**config.mk**
```make
export PLATFORM = sky130hd
export DESIGN_NAME = seq_div24x12
export DESIGN_NICKNAME = d
export VERILOG_FILES = /design/src/rtl/div_pkg.sv /design/src/rtl/seq_div24x12_twos_neg.sv /design/src/rtl/seq_div24x12.sv
export SDC_FILE = /design/constraint.sdc
export NUM_CORES = 1
export LEC_CHECK = 0
export CORE_UTILIZATION = 55
export DETAILED_ROUTE_END_ITERATION = 10
export DONT_BUFFER_PORTS = 1
export PLACE_DENSITY = 0.7
export SLEW_MARGIN = 5
export SYNTH_ARGS = -nofsm -noshare
export SYNTH_HDL_FRONTEND = slang
export SYNTH_SLANG_ARGS = --single-unit
```
**constraint.sdc**
```tcl
create_clock -name Clk -period 3.4 [get_ports Clk]
set_input_delay 0.68 -clock Clk [delete_from_list [all_inputs] [get_ports Clk]]
set_output_delay 0.68 -clock Clk [all_outputs]
set_load 0.05 [all_outputs]
```
**src/rtl/div_pkg.sv**
```systemverilog
// Shared state encoding and constants for the sequential 24/12 signed divider.
package div_pkg;
    localparam int DVD_W = 24;
    localparam int DVS_W = 12;
    localparam logic [DVD_W-1:0] DIV0_QUOT = 24'hFFFFFF;
    localparam int CNT_W = $clog2(DVD_W);

    typedef enum logic [1:0] {IDLE, CALC, FIXUP, DONE} state_t;
endpackage

```
**src/rtl/seq_div24x12_twos_neg.sv**
```systemverilog
// Conditional two's complement negation: out = neg_en ? -in : in.
module twos_neg #(
    parameter int W = 8
) (
    input  logic [W-1:0] in,
    input  logic         neg_en,
    output logic [W-1:0] out
);
    assign out = neg_en ? (~in + W'(1)) : in;
endmodule

```
**src/rtl/seq_div24x12.sv**
```systemverilog
// Restoring signed divider, one quotient bit per clock, with ready/valid on both sides.
// Operands are reduced to magnitudes on entry and the signs are reapplied in FIXUP.
module seq_div24x12 #(
    parameter int DVD_W = div_pkg::DVD_W,
    parameter int DVS_W = div_pkg::DVS_W
) (
    input  logic             Clk,
    input  logic             Rst_N,
    input  logic             In_Valid,
    output logic             In_Ready,
    input  logic [DVD_W-1:0] Dividend,
    input  logic [DVS_W-1:0] Divisor,
    output logic             Out_Valid,
    input  logic             Out_Ready,
    output logic [DVD_W-1:0] Quotient,
    output logic [DVS_W-1:0] Remainder,
    output logic             Div_By_Zero,
    output logic             Overflow
);
    import div_pkg::*;

    localparam int PR_W = DVD_W + 1;

    state_t           state;
    state_t           state_next;
    logic [CNT_W-1:0] count;
    logic [PR_W-1:0]  part_rem;
    logic [DVD_W-1:0] quot_mag;
    logic [DVS_W-1:0] dvs_mag_r;
    logic [DVS_W-1:0] dvd_low;
    logic             q_sign;
    logic             r_sign;
    logic             by_zero;
    logic             ovf_case;

    logic [DVD_W-1:0] dvd_mag;
    logic [DVD_W-1:0] quot_fixed;
    logic [DVS_W-1:0] dvs_mag;
    logic [DVS_W-1:0] rem_fixed;
    logic [PR_W-1:0]  shifted;
    logic [PR_W-1:0]  trial;
    logic             trial_ok;
    logic             accept;
    logic             dvs_zero;
    logic             ovf_operands;

    twos_neg #(.W(DVD_W)) u_dvd_mag  (.in(Dividend),             .neg_en(Dividend[DVD_W-1]), .out(dvd_mag));
    twos_neg #(.W(DVS_W)) u_dvs_mag  (.in(Divisor),              .neg_en(Divisor[DVS_W-1]),  .out(dvs_mag));
    twos_neg #(.W(DVD_W)) u_quot_fix (.in(quot_mag),             .neg_en(q_sign),            .out(quot_fixed));
    twos_neg #(.W(DVS_W)) u_rem_fix  (.in(part_rem[DVS_W-1:0]),  .neg_en(r_sign),            .out(rem_fixed));

    assign In_Ready     = (state == IDLE);
    assign Out_Valid    = (state == DONE);
    assign accept       = In_Valid && In_Ready;
    assign dvs_zero     = (Divisor == '0);
    assign ovf_operands = (Dividend == {1'b1, {(DVD_W-1){1'b0}}}) && (Divisor == '1);

    // quot_mag doubles as the dividend shift register: its MSB feeds the partial
    // remainder while the new quotient bit enters at its LSB.
    assign shifted  = (part_rem << 1) | PR_W'(quot_mag[DVD_W-1]);
    assign trial    = shifted - PR_W'(dvs_mag_r);
    assign trial_ok = ~trial[PR_W-1];

    always_ff @(posedge Clk or negedge Rst_N) begin
        if (!Rst_N) begin
            state <= IDLE;
        end else begin
            state <= state_next;
        end
    end

    always_comb begin
        state_next = state;
        case (state)
            IDLE:    if (In_Valid) state_next = dvs_zero ? FIXUP : CALC;
            CALC:    if (count == '0) state_next = FIXUP;
            FIXUP:   state_next = DONE;
            DONE:    if (Out_Ready) state_next = IDLE;
            default: state_next = IDLE;
        endcase
    end

    always_ff @(posedge Clk or negedge Rst_N) begin
        if (!Rst_N) begin
            count       <= '0;
            part_rem    <= '0;
            quot_mag    <= '0;
            dvs_mag_r   <= '0;
            dvd_low     <= '0;
            q_sign      <= 1'b0;
            r_sign      <= 1'b0;
            by_zero     <= 1'b0;
            ovf_case    <= 1'b0;
            Quotient    <= '0;
            Remainder   <= '0;
            Div_By_Zero <= 1'b0;
            Overflow    <= 1'b0;
        end else begin
            case (state)
                IDLE: begin
                    if (accept) begin
                        quot_mag  <= dvd_mag;
                        dvs_mag_r <= dvs_mag;
                        dvd_low   <= Dividend[DVS_W-1:0];
                        q_sign    <= Dividend[DVD_W-1] ^ Divisor[DVS_W-1];
                        r_sign    <= Dividend[DVD_W-1];
                        by_zero   <= dvs_zero;
                        ovf_case  <= ovf_operands;
                        part_rem  <= '0;
                        count     <= CNT_W'(DVD_W - 1);
                    end
                end
                CALC: begin
                    part_rem <= trial_ok ? trial : shifted;
                    quot_mag <= {quot_mag[DVD_W-2:0], trial_ok};
                    if (count != '0) count <= count - 1'b1;
                end
                FIXUP: begin
                    Quotient    <= by_zero ? DIV0_QUOT : quot_fixed;
                    Remainder   <= by_zero ? dvd_low : rem_fixed;
                    Div_By_Zero <= by_zero;
                    Overflow    <= ovf_case && !by_zero;
                end
                DONE: begin
                    // Result registers keep their value after hand-off; only the flags drop.
                    if (Out_Ready) begin
                        Div_By_Zero <= 1'b0;
                        Overflow    <= 1'b0;
                    end
                end
                default: ;
            endcase
        end
    end
endmodule

```
Word-level counts from Yosys, hierarchy flattened
Cells that the tools add are included.
- bits in registers: 121
- bits in latches: 0
- memory bits (writable): 0
- ROM bits: 0
- input bits: 40
- output and inout port bits: 40
- memories kept: 0
- add/subtract/negate cells: 6
- multiply operators: 0
- div/mod/pow operators: 0
- magnitude comparators: 0
- eq/ne operators: 10
- shifts and indexed selects: 0
- muxes and demuxes: 22
- bitwise logic cells: 7
- reductions and logical operators: 15
- operators with widths (operator ; count):
    2-to-1 mux 24 bit ; 6
    one-hot mux 24 bit (2 select lines) ; 2
    adder 24 x 1 -> 24 bit, second input constant ; 2
    NOT 24 bit ; 2
    2-to-1 mux 12 bit ; 3
    OR 25 x 1 -> 25 bit ; 1
    subtractor 25 x 12 -> 25 bit ; 1
    adder 12 x 1 -> 12 bit, second input constant ; 2
    == test 24 bit, second input constant ; 1
    NOT 12 bit ; 2
    == test 12 bit, second input constant ; 1
    logical NOT 12 bit ; 1
    2-to-1 mux 5 bit ; 2
    one-hot mux 5 bit (2 select lines) ; 1
    2-to-1 mux 2 bit ; 4
    one-hot mux 2 bit (4 select lines) ; 1
    inequality test 2 bit, second input constant ; 3
    AND reduction 2 bit ; 3
    AND reduction 3 bit ; 2
    logical NOT 5 bit ; 1
    nonzero test 5 bit ; 1
    subtractor 5 x 1 -> 5 bit, second input constant ; 1
    == test 2 bit, second input constant ; 2
    inequality test 2 x 1 -> 1 bit, second input constant ; 2
    9 further kinds ; 13

Longest topological paths before layout
Gate-level depths: netlist of the first run.
- word-level depth: 5
- mapped depth: 12

Modules after synthesis
From an unflattened synthesis of the first run, not the netlist that was laid out.
- cell total of the unflattened synthesis: 833
- area, all modules: 7771.2 um^2
- by module, submodules not included (module ; times used ; cells each ; area an instance (um^2) ; sequential area each (um^2)):
    seq_div24x12 ; 1 ; 625 ; 6192.2 ; 3027.9
    twos_neg at u_dvd_mag ... ; 2 ; 70 ; 500.5 ; 0.0
    twos_neg at u_dvs_mag ... ; 2 ; 34 ; 289.0 ; 0.0

Least setup slack after synthesis of the first run
OpenSTA, ideal clock, no wires.
- path type: reg-to-reg
- start point: register quot_mag[23]
- end point: register part_rem[15]
- library setup time: 0.069 ns
- arrival time: 2.694 ns
- path slack: 0.637 ns
- stages on the path, launching flop included: 12
- buffers on the path: 0
- clock period less this slack: 2.763 ns
- cell sequence: dfrtp_1 inv_1 ha_1 inv_1 fa_1 a211oi_1 o211ai_1 a211oi_2 mux2i_1 a311o_1 or4_1 nand3_1
- word-level cells in the longest chain between the ends: 4
- ends and longest elaborated chain (what ; line ; text):
    start, declared ; seq_div24x12.sv:28 ; logic [DVD_W-1:0] quot_mag;
    start signal, assigned ; seq_div24x12.sv:102 ; quot_mag <= dvd_mag;
    start signal, assigned ; seq_div24x12.sv:115 ; quot_mag <= {quot_mag[DVD_W-2:0], trial_ok};
    OR 25 x 1 -> 25 bit ; seq_div24x12.sv:60 ; assign shifted = (part_rem << 1) | PR_W'(quot_mag[DVD_W-1]);
    subtractor 25 x 12 -> 25 bit ; seq_div24x12.sv:61 ; assign trial = shifted - PR_W'(dvs_mag_r);
    2-to-1 mux 24 bit ; seq_div24x12.sv:114 ; part_rem <= trial_ok ? trial : shifted;
    one-hot mux 24 bit (2 select lines) ; seq_div24x12.sv:99 ; case (state)
    end signal, assigned ; seq_div24x12.sv:114 ;
    end, declared ; seq_div24x12.sv:27 ; logic [PR_W-1:0] part_rem;
No other way between the ends.
A chain may end at the register's enable or synchronous reset.

Worst setup path in the final report of the first run
Same ends and word-level chain as after synthesis.

==> results of run 1 <==
==> worst max path at each step <==
stage | startpoint | end | slack (ns) | depth (start not counted)
finish | quot_mag[23]$_DFFE_PN0P_ | part_rem[15]$_DFFE_PN0P_ | 0.24 | 11
global route | quot_mag[23]$_DFFE_PN0P_ | part_rem[15]$_DFFE_PN0P_ | 0.002 | 11
CTS | quot_mag[23]$_DFFE_PN0P_ | part_rem[15]$_DFFE_PN0P_ | 0.26 | 11
detailed placement | quot_mag[23]$_DFFE_PN0P_ | part_rem[15]$_DFFE_PN0P_ | 0.27 | 11
global placement | quot_mag[23]$_DFFE_PN0P_ | part_rem[15]$_DFFE_PN0P_ | 0.31 | 11
floorplan | quot_mag[23]$_DFFE_PN0P_ | part_rem[15]$_DFFE_PN0P_ | 0.64 | 11
==> power breakdown <==
part	switching, mW	internal [mW]
Combinational	2.43	1.76
Clock	0.632	1.14
Sequential	1.48	2.08
Total	4.54	4.97
==> registers in the layout, summed over array words and instances, names as in the netlist <==
name         cells
Quotient        24
part_rem        24
quot_mag        24
Remainder       12
dvd_low         12
dvs_mag_r       12
count            5
state            2
Div_By_Zero      1
Overflow         1
by_zero          1
ovf_case         1
q_sign           1
r_sign           1
==> cell usage after synthesis (all sizes together) (4+ instances only) <==
library cell,instances,share of area
or4,10,0.011
nor4,6,0.0091
or3,12,0.010
nand2b,5,0.0042
nor2b,9,0.0076
and2,7,0.0059
clkbuf,34,0.017
nand2,113,0.058
mux2,22,0.033
mux2i,15,0.020
nor3,10,0.0083
buf,11,0.0059
o31ai,19,0.020
nand3,12,0.0081
xnor2,30,0.035
dfrtp,121,0.41
nor2,70,0.035
and3,5,0.0042
inv,28,0.014
o211ai,6,0.0061
ha,23,0.039
nand4,6,0.0059
o41ai,8,0.0095
a211oi,4,0.0047
o21ai,103,0.070
a21oi,55,0.037
xor2,56,0.066
==> per-layer routing <==
layer | track usage | part of all wire | vias to the layer above
met1 | 0.3596 | 0.44 | 2889
met2 | 0.4191 | 0.47 | 261
met3 | 0.06589 | 0.069 | 30
met5 | 0 | 0 | -
li1 | - | - | 2917
met4 | 0.1018 | 0.018 | 0
==> through the flow <==
stage                     instance area [um^2]  hold WS, ns  std cells  setup WS [ns]  power (mW)
after floorplan                           7408       0.3844        839         0.6369       6.663
after detailed placement                  7550       0.3893        981         0.2744       7.695
after global placement                    7550       0.3889        981         0.3133       7.535
final                                     8138     -0.03748       1012         0.2379       9.512
after global routing                      8138     -0.05453       1012       0.002088       10.19
after CTS                                 8138     -0.05174       1012         0.2560       9.495
==> critical path, stage by stage, from the launching register on <==
cell and delay [ns]:
dfrtp_1 0.41, inv_1 0.09, ha_1 0.16, inv_1 0.05, fa_1 0.42, a211oi_1 0.31, o211ai_1 0.21, a211oi_2 0.35
mux2i_1 0.16, a311o_1 0.40, or4_1 0.44, nand3_1 0.10
==> final cells by class <==
cell class                 instances  area (um^2)  area share
clock inverter                     5        58.81    0.007226
inverter                          28        105.1     0.01292
sequential                       121         3028      0.3721
timing repair buffer              11        82.58     0.01015
tap                              176        220.2     0.02706
clock buffer                      26        529.3     0.06504
multi-input combinational        645         4114      0.5055
==> logic make-up after synthesis <==
family	after synthesis	share of synthesized area
and+or+nand+nor	277	0.1807
AOI/OAI and AO/OA	221	0.1763
DFF	121	0.4087
xor gates and xnor gates	86	0.1017
buffers and inverters	73	0.03732
muxes	37	0.05371
adders and majority gates	24	0.04155
==> impl_metrics.json, run 1 <==
{
  "synth-seq-cells": 121,
  "grt-ovfl-total": 0,
  "finish.utilization": 0.6170,
  "clk_pin_slew_ns": 0.05,
  "first_pass_iters": 5,
  "ios": 80,
  "grt.total_usage": 0.2682,
  "crit_type": "flop to flop",
  "fin_tns_setup_ns": 0,
  "p_leak_nw": 3.505,
  "diodes": 0,
  "synth_fp_nets": 903,
  "powerDensity_mw_per_mm2": 1169,
  "drc": 0,
  "hpwlAfterDp_um": 12600,
  "ff2ff_path_depth": 11,
  "cp.required_ns": 3.74,
  "row_count": 42,
  "synth_edf_count": 0,
  "syn_area_mm2": 0.007408,
  "synth_area_per_cell_um2": 8.830,
  "die_y_um": 118.1,
  "wire_per_inst_um": 17.61,
  "clockBufferDepth": 2,
  "area_delta_synth_final_pct": 9.846,
  "layout_common_cells": "dfrtp_1, nand2_1, o21ai_0, nor2_1, xor2_1",
  "htreeDepth": 4,
  "worstSkewPairLatency_ns": 0.41,
  "ys_types": 62,
  "worstSetupStartpointType": "flop",
  "async_flop_share": 1.000,
  "fin_nets": 888,
  "peakVddDrop_mv": 0.6918,
  "cts_buffers": 17,
  "antenna_found_initial": 0,
  "seq_area_frac_synth": 0.4087,
  "hold_viol": 121,
  "avgViaCountPerCell": 6.025,
  "grt_max_degree": 122,
  "slew_headroom": 0.4166,
  "wirelength_um": 17820,
  "clock_sinks": 121,
  "worstPathArrival_ns": 3.51,
  "min_period_ns": 3.162,
  "grt_pass1_wl_um": 29590,
  "netlist_instances": 839,
  "fin_crit_sh": 0.9300,
  "outcome": "finished with violations",
  "r2r_start": "quot_mag[23]$_DFFE_PN0P_",
  "hold_slack_ns": -0.03748,
  "crit_fanout": 5,
  "die_area_mm2": 0.01394,
  "tightestPinTransition_ns": 0.8751,
  "drt_iter0_drc": 442,
  "port_buffers": 0,
  "timing.rr.end": "part_rem[15]$_DFFE_PN0P_",
  "clock_skew_ns": 0.004961,
  "fillers": 1097,
  "slew_viol_final": 0,
  "dr_total_vias": 6097,
  "setup_violations": 0,
  "core_area_mm2": 0.01319,
  "synth_warnings": 0,
  "maxCapViolations": 0,
  "hold_class": "input pin to async pin",
  "cts_resized": 0,
  "ant_nets": 0,
  "rsz0062_at_grt": "false",
  "max_freq_mhz": 316.2,
  "initial_utilization": 0.5617,
  "die_w_um": 118.1,
  "place.gp.congestion": 0.9071,
  "cts_root_buffer": "clkbuf_16",
  "drive_above_1_share": 0.08971,
  "violations": "negative hold slack",
  "cts_tree": "built",
  "post_cts_buffers": 0,
  "synth-main-ff-cell": "dfrtp_1",
  "grt_pass1_vias": 5881,
  "r2r_setup_slack_ns": 0.24,
  "timing.critical_path.to_type": "flop",
  "layout_commonest_cell": "dfrtp_1"
}
(Power assumes the default switching activity.)
==> run 2, diff against run 1 <==
- PLACE_DENSITY: 0.7 -> 0.78
==> run 2 against run 1 <==
The run still ends with negative hold slack left. Sequential power hardly changed. Worst hold slack worse by 0.016 ns. First-iteration DRC count shrank 7.9%. Via count about the same. Global-route usage shrank 0.86 points. Critical path type unchanged.
==> impl_metrics.json, run 2 (synthesized netlist as in run 1, its figures left out) <==
{
  "outcome": "finished with violations",
  "violations": "negative hold slack",
  "place.gp.congestion": 0.9048,
  "timing.critical_path.to_type": "flop",
  "fin_crit_sh": 0.9187,
  "rsz0062_at_grt": "false",
  "die_w_um": 118.1,
  "max_freq_mhz": 320.2,
  "grt_max_degree": 122,
  "cp.required_ns": 3.76,
  "initial_utilization": 0.5617,
  "clock_sinks": 121,
  "grt_pass1_vias": 5650,
  "grt.total_usage": 0.2596,
  "setup_violations": 0,
  "min_period_ns": 3.123,
  "layout_commonest_cell": "dfrtp_1",
  "cpPeakStageDelay_ns": 0.42,
  "wire_per_inst_um": 16.98,
  "row_count": 42,
  "path_cells": "inv_1 -> ha_1 -> inv_1 -> fa_1 -> a211oi_1 -> o211ai_1 -> a211oi_2 -> mux2i_1 -> a311o_1 -> or4_1 -> nand3_1",
  "post_cts_buffers": 0,
  "reg_top3": "Quotient (24), part_rem (24), quot_mag (24)",
  "slew_viol_final": 0,
  "htreeDepth": 4,
  "peakVddDrop_mv": 0.6379,
  "dp_slack_ns": 0.2907,
  "crit_family": "compound AO/OA/AOI/OAI gates",
  "worstPathArrival_ns": 3.48,
  "clk_pin_slew_ns": 0.06,
  "powerDensity_mw_per_mm2": 1174,
  "layout_common_cells": "dfrtp_1, nand2_1, o21ai_0, nor2_1, xor2_1",
  "fillers": 1106,
  "die_y_um": 118.1,
  "p_leak_nw": 3.522,
  "grt_pass1_wl_um": 28500,
  "dr_total_vias": 6100,
  "clockBufferDepth": 2,
  "hpwlAfterDp_um": 12080,
  "tightestPinTransition_ns": 1.037,
  "multi_input_area_mm2": 0.004106,
  "antenna_found_initial": 0,
  "first_pass_iters": 7,
  "hold_class": "input pin to async pin",
  "regArea_mm2": 0.003028,
  "fin_tns_setup_ns": 0,
  "path_common_cell": "inv_1",
  "hold_slack_ns": -0.05388,
  "avgViaCountPerCell": 6.022,
  "ant_nets": 0,
  "die_area_mm2": 0.01394,
  "diodes": 0,
  "slowest_stage": "or4_1",
  "grt-ovfl-total": 0,
  "cts_resized": 0,
  "clock_skew_ns": 0.009341,
  "critPathBufInv": 2,
  "cts_root_buffer": "clkbuf_16",
  "ios": 80,
  "area_delta_synth_final_pct": 10.34,
  "cts_buffers": 17,
  "fin_nets": 888,
  "crit_type": "flop to flop",
  "worstSkewPairLatency_ns": 0.43,
  "core_area_mm2": 0.01319,
  "drive_above_1_share": 0.09080,
  "cts_tree": "built",
  "hold_viol": 121,
  "slew_headroom": 0.3086,
  "crit_fanout": 5,
  "finalWorstSetupSlack_ns": 0.2765,
  "drc": 0,
  "drt_iter0_drc": 407,
  "wirelength_um": 17200,
  "worstSetupStartpointType": "flop",
  "maxCapViolations": 0,
  "port_buffers": 0
}
[run 2: worst paths after layout]
| kind | start | to | slack [ns] | cells after the start |
|---|---|---|---|---|
| setup / recovery | quot_mag[23]$_DFFE_PN0P_ | part_rem[15]$_DFFE_PN0P_ | 0.28 | 11 |
| hold / removal | Rst_N | Quotient[19]$_DFFE_PN0P_ | -0.05 | 0 |
| setup reg to reg | quot_mag[23]$_DFFE_PN0P_ | part_rem[15]$_DFFE_PN0P_ | 0.28 | 11 |
| hold reg to reg | dvs_mag_r[6]$_DFFE_PN0P_ | dvs_mag_r[6]$_DFFE_PN0P_ | 0.48 | 2 |
| max in group asynchronous | Rst_N | part_rem[17]$_DFFE_PN0P_ | 3.24 | 0 |
| min in group Clk | Dividend[10] | dvd_low[10]$_DFFE_PN0P_ | 0.40 | 1 |
[run 2: through the flow]
step | hold slack (ns) | power (mW) | instance area (um^2) | utilization | cells
finish | -0.05388 | 9.598 | 8174 | 0.6197 | 1013
global route | -0.06932 | 10.33 | 8174 | 0.6197 | 1013
CTS | -0.06586 | 9.595 | 8174 | 0.6197 | 1013
detailed placement | 0.3859 | 7.608 | 7542 | 0.5718 | 981
global placement | 0.3865 | 7.498 | 7542 | 0.5718 | 981
floorplan | 0.3844 | 6.663 | 7408 | - | 839
[run 2: power by group]
part / switching, mW / internal [mW]
clock: 0.684 / 1.25
sequential: 1.47 / 2.07
combinational: 2.36 / 1.76
total: 4.51 / 5.08
[run 2: routing by layer]
layer  vias to the layer above  part of all wire  GRT usage
met5                         -                 0          0
met4                         0             0.021     0.1034
met3                        34             0.068    0.06444
met2                       212              0.45     0.3890
met1                      2943              0.46     0.3601
li1                       2911                 -          -
[run 2: final cells by class]
cell class	count	share of cell area
tap	176	0.02694
clock buffer	19	0.05419
clock inverter	13	0.02311
timing repair buffer	11	0.01010
sequential	121	0.3704
multi-input combinational	645	0.5024
inverter	28	0.01286
[run 2: worst register-to-register path: stages, from the launching register on]
cell and delay [ns]:
dfrtp_1 0.40, inv_1 0.08, ha_1 0.16, inv_1 0.05, fa_1 0.41, a211oi_1 0.35, o211ai_1 0.21, a211oi_2 0.30
mux2i_1 0.18, a311o_1 0.40, or4_1 0.42, nand3_1 0.09
